**src/rtl/proc_pkg.sv**
```systemverilog
// Shared types for the processor front end: fetch FSM states and prefetch queue entries.
// No logic; pure declarations.
// Imported by instr_fetch and fetch_queue.
package proc_pkg;

  localparam int INSTR_W      = 16;
  localparam int FETCH_ADDR_W = 16;

  typedef enum logic [1:0] {
    IDLE   = 2'd0,
    REQ    = 2'd1,
    WAIT   = 2'd2,
    HALTED = 2'd3
  } fetch_state_t;

  typedef struct packed {
    logic [INSTR_W-1:0]      instr;
    logic [FETCH_ADDR_W-1:0] pc;
  } fetch_entry_t;

endpackage

```
**src/rtl/fetch_queue.sv**
```systemverilog
// Purpose: 2-entry prefetch FIFO of {instr, pc}; head is a register, not a mux.
// Latency: push visible at head_dat/head_vld one cycle later.
// Backpressure: none internally; caller never pushes into a full queue unless popping.
// Ports: push_vld/push_dat (tail), pop (head consume), flush (clear all),
//        count (occupancy 0..2), head_vld/head_dat (to decoder).
module fetch_queue
  import proc_pkg::*;
(
  input  logic         clk,
  input  logic         rst_n,
  input  logic         push_vld,
  input  fetch_entry_t push_dat,
  input  logic         pop,
  input  logic         flush,
  output logic [1:0]   count,
  output logic         head_vld,
  output fetch_entry_t head_dat
);

  fetch_entry_t slot0;
  fetch_entry_t slot1;
  logic [1:0]   cnt;
  logic         do_pop;
  logic         do_push;

  assign do_pop  = pop && (cnt != 2'd0) && !flush;
  // A full queue accepts a push only when the head leaves in the same cycle.
  assign do_push = push_vld && !flush && ((cnt != 2'd2) || do_pop);

  always_ff @(posedge clk or negedge rst_n) begin
    if (!rst_n) begin
      slot0 <= '0;
      slot1 <= '0;
      cnt   <= 2'd0;
    end else if (flush) begin
      cnt <= 2'd0;
    end else begin
      case ({do_push, do_pop})
        2'b10: begin
          if (cnt == 2'd0) slot0 <= push_dat;
          else             slot1 <= push_dat;
          cnt <= cnt + 2'd1;
        end
        2'b01: begin
          slot0 <= slot1;
          cnt   <= cnt - 2'd1;
        end
        2'b11: begin
          if (cnt == 2'd1) begin
            slot0 <= push_dat;
          end else begin
            slot0 <= slot1;
            slot1 <= push_dat;
          end
        end
        default: ;
      endcase
    end
  end

  assign count    = cnt;
  assign head_vld = (cnt != 2'd0);
  assign head_dat = slot0;

endmodule

```
**src/rtl/instr_fetch.sv**
```systemverilog
// Purpose: fetch stage; owns PC, issues single-outstanding imem reads, feeds decoder via 2-entry queue.
// Latency: req->gnt->rvalid->ir_valid; instruction visible one cycle after its rvalid.
// Backpressure: ir_ready low fills the queue; no new request is issued without a free slot.
// Ports: imem_req/addr/gnt/rvalid/rdata (memory), ir/ir_pc/ir_valid/ir_ready (decoder),
//        redirect/redirect_pc (branch flush), halt/halted (external stop).
module instr_fetch
  import proc_pkg::*;
#(
  parameter int                ADDR_W   = FETCH_ADDR_W,
  parameter logic [ADDR_W-1:0] RESET_PC = '0
) (
  input  logic               clk,
  input  logic               rst_n,
  output logic               imem_req,
  output logic [ADDR_W-1:0]  imem_addr,
  input  logic               imem_gnt,
  input  logic               imem_rvalid,
  input  logic [INSTR_W-1:0] imem_rdata,
  output logic [INSTR_W-1:0] ir,
  output logic [ADDR_W-1:0]  ir_pc,
  output logic               ir_valid,
  input  logic               ir_ready,
  input  logic               redirect,
  input  logic [ADDR_W-1:0]  redirect_pc,
  input  logic               halt,
  output logic               halted
);

  fetch_state_t      state;
  fetch_state_t      state_nxt;
  logic [ADDR_W-1:0] pc;
  logic [ADDR_W-1:0] inflight_pc;
  logic              discard;
  logic [1:0]        q_count;
  logic              head_vld;
  fetch_entry_t      head_dat;
  fetch_entry_t      push_dat;
  logic              gnt_fire;
  logic              resp_fire;
  logic              push_vld;
  logic              pop;

  assign gnt_fire  = (state == REQ) && imem_gnt;
  assign resp_fire = (state == WAIT) && imem_rvalid;
  // A response that lands in the redirect cycle belongs to the old path.
  assign push_vld  = resp_fire && !discard && !redirect;
  assign pop       = head_vld && ir_ready;
  assign push_dat  = '{instr: imem_rdata, pc: FETCH_ADDR_W'(inflight_pc)};

  always_ff @(posedge clk or negedge rst_n) begin
    if (!rst_n) begin
      state       <= IDLE;
      pc          <= RESET_PC;
      inflight_pc <= '0;
      discard     <= 1'b0;
    end else begin
      state <= state_nxt;
      if (redirect)      pc <= redirect_pc;
      else if (gnt_fire) pc <= pc + ADDR_W'(1);
      if (gnt_fire) inflight_pc <= pc;
      // Redirect with a request in flight (already waiting, or granted this
      // cycle) marks its eventual response as stale.
      if (redirect && ((state == WAIT && !imem_rvalid) || gnt_fire)) discard <= 1'b1;
      else if (resp_fire)                                            discard <= 1'b0;
    end
  end

  always_comb begin
    state_nxt = state;
    imem_req  = 1'b0;
    halted    = 1'b0;
    case (state)
      IDLE: begin
        if (halt)                 state_nxt = HALTED;
        else if (q_count < 2'd2)  state_nxt = REQ;
      end
      REQ: begin
        imem_req = 1'b1;
        if (imem_gnt) state_nxt = WAIT;
      end
      WAIT: begin
        if (imem_rvalid) state_nxt = IDLE;
      end
      HALTED: begin
        halted = 1'b1;
        if (!halt) state_nxt = IDLE;
      end
      default: state_nxt = IDLE;
    endcase
    // Redirect restarts from IDLE unless a request is (or just became) outstanding,
    // in which case WAIT absorbs the stale response; HALTED keeps its own exit rule.
    if (redirect) begin
      if (state == IDLE)                 state_nxt = IDLE;
      else if (state == REQ && !imem_gnt) state_nxt = IDLE;
    end
  end

  assign imem_addr = pc;

  fetch_queue u_queue (
    .clk      (clk),
    .rst_n    (rst_n),
    .push_vld (push_vld),
    .push_dat (push_dat),
    .pop      (pop),
    .flush    (redirect),
    .count    (q_count),
    .head_vld (head_vld),
    .head_dat (head_dat)
  );

  assign ir       = head_dat.instr;
  assign ir_pc    = ADDR_W'(head_dat.pc);
  assign ir_valid = head_vld;

endmodule

```
**config.mk**
```make
export PLATFORM = sky130hd
export DESIGN_NAME = instr_fetch
export DESIGN_NICKNAME = d
export VERILOG_FILES = /design/src/rtl/proc_pkg.sv /design/src/rtl/fetch_queue.sv /design/src/rtl/instr_fetch.sv
export SDC_FILE = /design/constraint.sdc
export NUM_CORES = 1
export LEC_CHECK = 0
export CORE_MARGIN = 2
export CORE_UTILIZATION = 55
export CTS_CLUSTER_SIZE = 10
export DETAILED_ROUTE_END_ITERATION = 6
export GPL_TIMING_DRIVEN = 0
export PLACE_DENSITY = 0.84
export SLEW_MARGIN = 30
export SYNTH_ARGS = -nofsm -noshare
export SYNTH_HDL_FRONTEND = slang
export SYNTH_SLANG_ARGS = --single-unit
```
**constraint.sdc**
```tcl
create_clock -name clk -period 3.25 [get_ports clk]
set_input_delay 0.975 -clock clk [delete_from_list [all_inputs] [get_ports clk]]
set_output_delay 0.975 -clock clk [all_outputs]
set_load 0.05 [all_outputs]
```
==> flow_metrics.tcl <==
set metrics [dict create \
    ant_nets 0 \
    ctsResizeCount 0 \
    crit_start "u_queue.count[1]" \
    critPathLaunchType "flip-flop" \
    grt_pass1_vias 3318 \
    max-cap-violations 0 \
    seq_power_share 0.385 \
    grt_max_degree 74 \
    insertion_delay_ps 360 \
    internal_power_mw 3.260 \
    dieArea_sq_mm 0.008923 \
    wl_microns 10110 \
    ff2ff_setup_slack_ps 1030 \
    rows 32 \
    synth_top_family_by_area "simple AND/OR/NAND/NOR gates" \
    dpl.hpwl_microns 7193 \
    path_common_cell "inv_1" \
    rr_worst_depth 6 \
    final_area_sq_mm 0.005738 \
    htree_levels 3 \
    core_sq_mm 0.007848 \
    dieWidth_microns 94.46 \
    cp-end-kind "output pin" \
    power.share.clock 0.146 \
    clk_pin_slew_ps 90 \
    fillers 563 \
    critical_path_required_ps 2270 \
    hold_viol_final 0 \
    ys_ff_latch 101 \
    setup_viol 0 \
    synth_compound_area_frac 0.1257 \
    synth-simple-area-share 0.1273 \
    cts_hold_buf 0 \
    postCtsSetupBuffers 0 \
    timing_worst_setup_path_type "flip-flop to output pin" \
    synth-xor-area-share 0.01946 \
    yosysSeqAreaShare 0.5616 \
    reg2reg_to "u_queue.head_dat[27]" \
    skew_ps 8.460 \
    drt_pass1_iterations 4 \
    powerDensity_mw_per_mm2 950.5 \
    muxShareOfSynthArea 0.1234 \
    period_share 0.9208 \
    fmax_ghz 0.3342 \
    syn_avg_cell_area_sq_um 12.36 \
    grt_pass1_wl_microns 16460 \
    wl_per_cell_microns 17.71 \
    swShare 0.4023 \
    antennaDiodeCount 0 \
    grt_remaining_overflow 0 \
    multi_input_area_sq_mm 0.001838 \
    critPathSlowestCell "clkdlybuf4s50_1" \
    cts_root_buffer "clkbuf_8" \
    layout-drive-gt1-share 0.2239 \
    syn_inst 364 \
    worstPathCellList "inv_1 -> ha_1 -> inv_1 -> clkdlybuf4s50_1" \
    vias 3324 \
    hold_path_class "input port to async pin" \
    fp.dieH_microns 94.46 \
    slew_headroom 0.5421 \
    grtUsageTotal 0.2400 \
    ios 90 \
    postSynth.asyncResetShare 1.000 \
    final_nets 507 \
    drv_slew 0 \
    syn-num-nets 407 \
    place_area_sq_mm 0.005538 \
    gp_congestion 0.8435 \
    synth-edff-count 0 \
    rsz0062_at_grt "false" \
    power_switching_mw 2.194 \
    drc 0 \
    pwr-share-comb 0.470 \
    synth_ff_type "dfrtp_1" \
    post-route-util 0.7312 \
    clock-sinks 101 \
    ys_types 42 \
    cts_buffers 9 \
    dp_slack_ps 65.22 \
    via_per_inst 5.821 \
    fin_ws_ps 257.4 \
    drtIter0Drc 160 \
    cts_tree "done" \
    syn2layout_area_growth_pct 27.50 \
    worst_pin_slew_ps 681.2 \
    initial_core_util 0.5735 \
    worst-path-buf-inv 3 \
    antenna_found_initial 0 \
    synthAdderAreaFrac 0.01112 \
    hold_ws_ps 476.6 \
    yosysWarnings 0 \
    critPathTopFamily "buffers and inverters" \
    slowest_delay_ps 800 \
    leakagePower_nw 2.522 \
    critPathArrivalTime_ps 2020 \
    finalCriticalPeriod_ps 2993 \
    seqCellArea_sq_mm 0.002527 \
    synth_area_sq_mm 0.004501 \
    status "finished, final reports clean" \
    critical_path.max_fanout 4 \
    cts.path.max_buffers 2 \
    io_buffer_count 88 \
    peakVddDrop_uv 459.6 \
    worst_r2r_startpoint "u_queue.count[1]" \
]
cell usage after synthesis, types with 6 or more instances:
library cell  number  area, sq um
nor2_1            11        41.29
o221a_2           32        360.4
xnor2_1            8        70.07
o21ai_0           17        85.08
nand2_1           27        101.4
dfrtp_1          101         2527
inv_1              9        33.78
nor3_1             6        30.03
nand2b_1          32        200.2
mux2i_1            6        60.06
mux2_2            44        495.5
clkbuf_1           7        26.28
state kept, by name, indices dropped and copies added (netlist names):
| signal | flops |
|---|---|
| state | 2 |
| inflight_pc | 16 |
| imem_addr | 16 |
| u_queue.count | 2 |
| u_queue.head_dat | 32 |
| u_queue.slot1 | 32 |
| discard | 1 |
area by class of cell:
class	instances	area share
timing repair buffer	89	0.1585
tap	102	0.02224
inverter	9	0.005887
clock buffer	13	0.02595
sequential	101	0.4405
clock inverter	3	0.007850
multi-input combinational	233	0.3203
buffer	21	0.01875
cell usage in the layout, fill, tap and decap left out, drive strengths merged, types with 2 or more instances in the layout:
| cell type | netlist | routed |
|---|---|---|
| dfrtp | 101 | 101 |
| clkdlybuf4s50 | 0 | 87 |
| mux2 | 44 | 44 |
| nand2b | 32 | 32 |
| o221a | 32 | 32 |
| nand2 | 27 | 27 |
| clkbuf | 8 | 21 |
| o21ai | 17 | 17 |
| buf | 13 | 15 |
| nor2 | 11 | 11 |
| inv | 9 | 9 |
| xnor2 | 8 | 8 |
| nor3 | 6 | 6 |
| mux2i | 6 | 6 |
| nor2b | 4 | 4 |
| a31oi | 4 | 4 |
| nand4 | 4 | 4 |
| ha | 4 | 4 |
| nor4 | 4 | 4 |
| nand3 | 3 | 3 |
| a21oi | 3 | 3 |
| and2 | 2 | 2 |
| a21o | 2 | 2 |
| xor2 | 2 | 2 |
| a211oi | 2 | 2 |
| a22oi | 2 | 2 |
| or3 | 2 | 2 |
| clkinvlp | 0 | 2 |
| nand4b | 2 | 2 |
layer usage:
metal | vias to the layer above | wire (microns) | global-route usage
met2 | 93 | 4964 | 0.3958
met4 | 0 | 146 | 0.09662
met5 | - | 0 | 0
met1 | 1695 | 4477 | 0.3230
met3 | 11 | 521 | 0.03432
li1 | 1525 | - | -
through the flow:
stage,instances,power (mW),TNS [ps]
after floorplan,364,3.838,0
after CTS,571,5.471,0
after global routing,571,5.717,0
after global placement,554,4.574,-247220
after detailed placement,555,4.678,0
final,571,5.454,0
cell families after synthesis:
group           Yosys count
simple gates            103
flops                   101
compound gates           66
mux                      50
buf+inv                  30
xor+xnor                 10
fa+ha+maj                 4
power groups by stage:
| stage | logic, mW | clock network, mW | registers [mW] |
|---|---|---|---|
| after detailed placement | 2.56 | 0 | 2.12 |
| final | 2.56 | 0.794 | 2.10 |
| after global routing | 2.71 | 0.843 | 2.16 |
| after floorplan | 1.00 | 0 | 2.84 |
| after global placement | 2.49 | 0 | 2.09 |
| after CTS | 2.58 | 0.802 | 2.09 |
worst max path at each step:
stage | to | slack (ps) | depth (start not counted)
after global routing | ir_valid | 180 | 4
after global placement | imem_addr[6] | -2460 | 1
after CTS | ir_valid | 250 | 4
after floorplan | u_queue.slot1[18] | 830 | 7
final | ir_valid | 260 | 4
after detailed placement | imem_addr[11] | 70 | 5
worst reg2reg max path, delay by kind of cell (launching register included):
| family | cells | cell delay [ps] |
|---|---|---|
| compound gates | 2 | 590 |
| simple gates | 1 | 500 |
| buf+inv | 2 | 380 |
| flops | 1 | 420 |
| fa+ha+maj | 1 | 230 |
(Power assumes the default switching activity.)
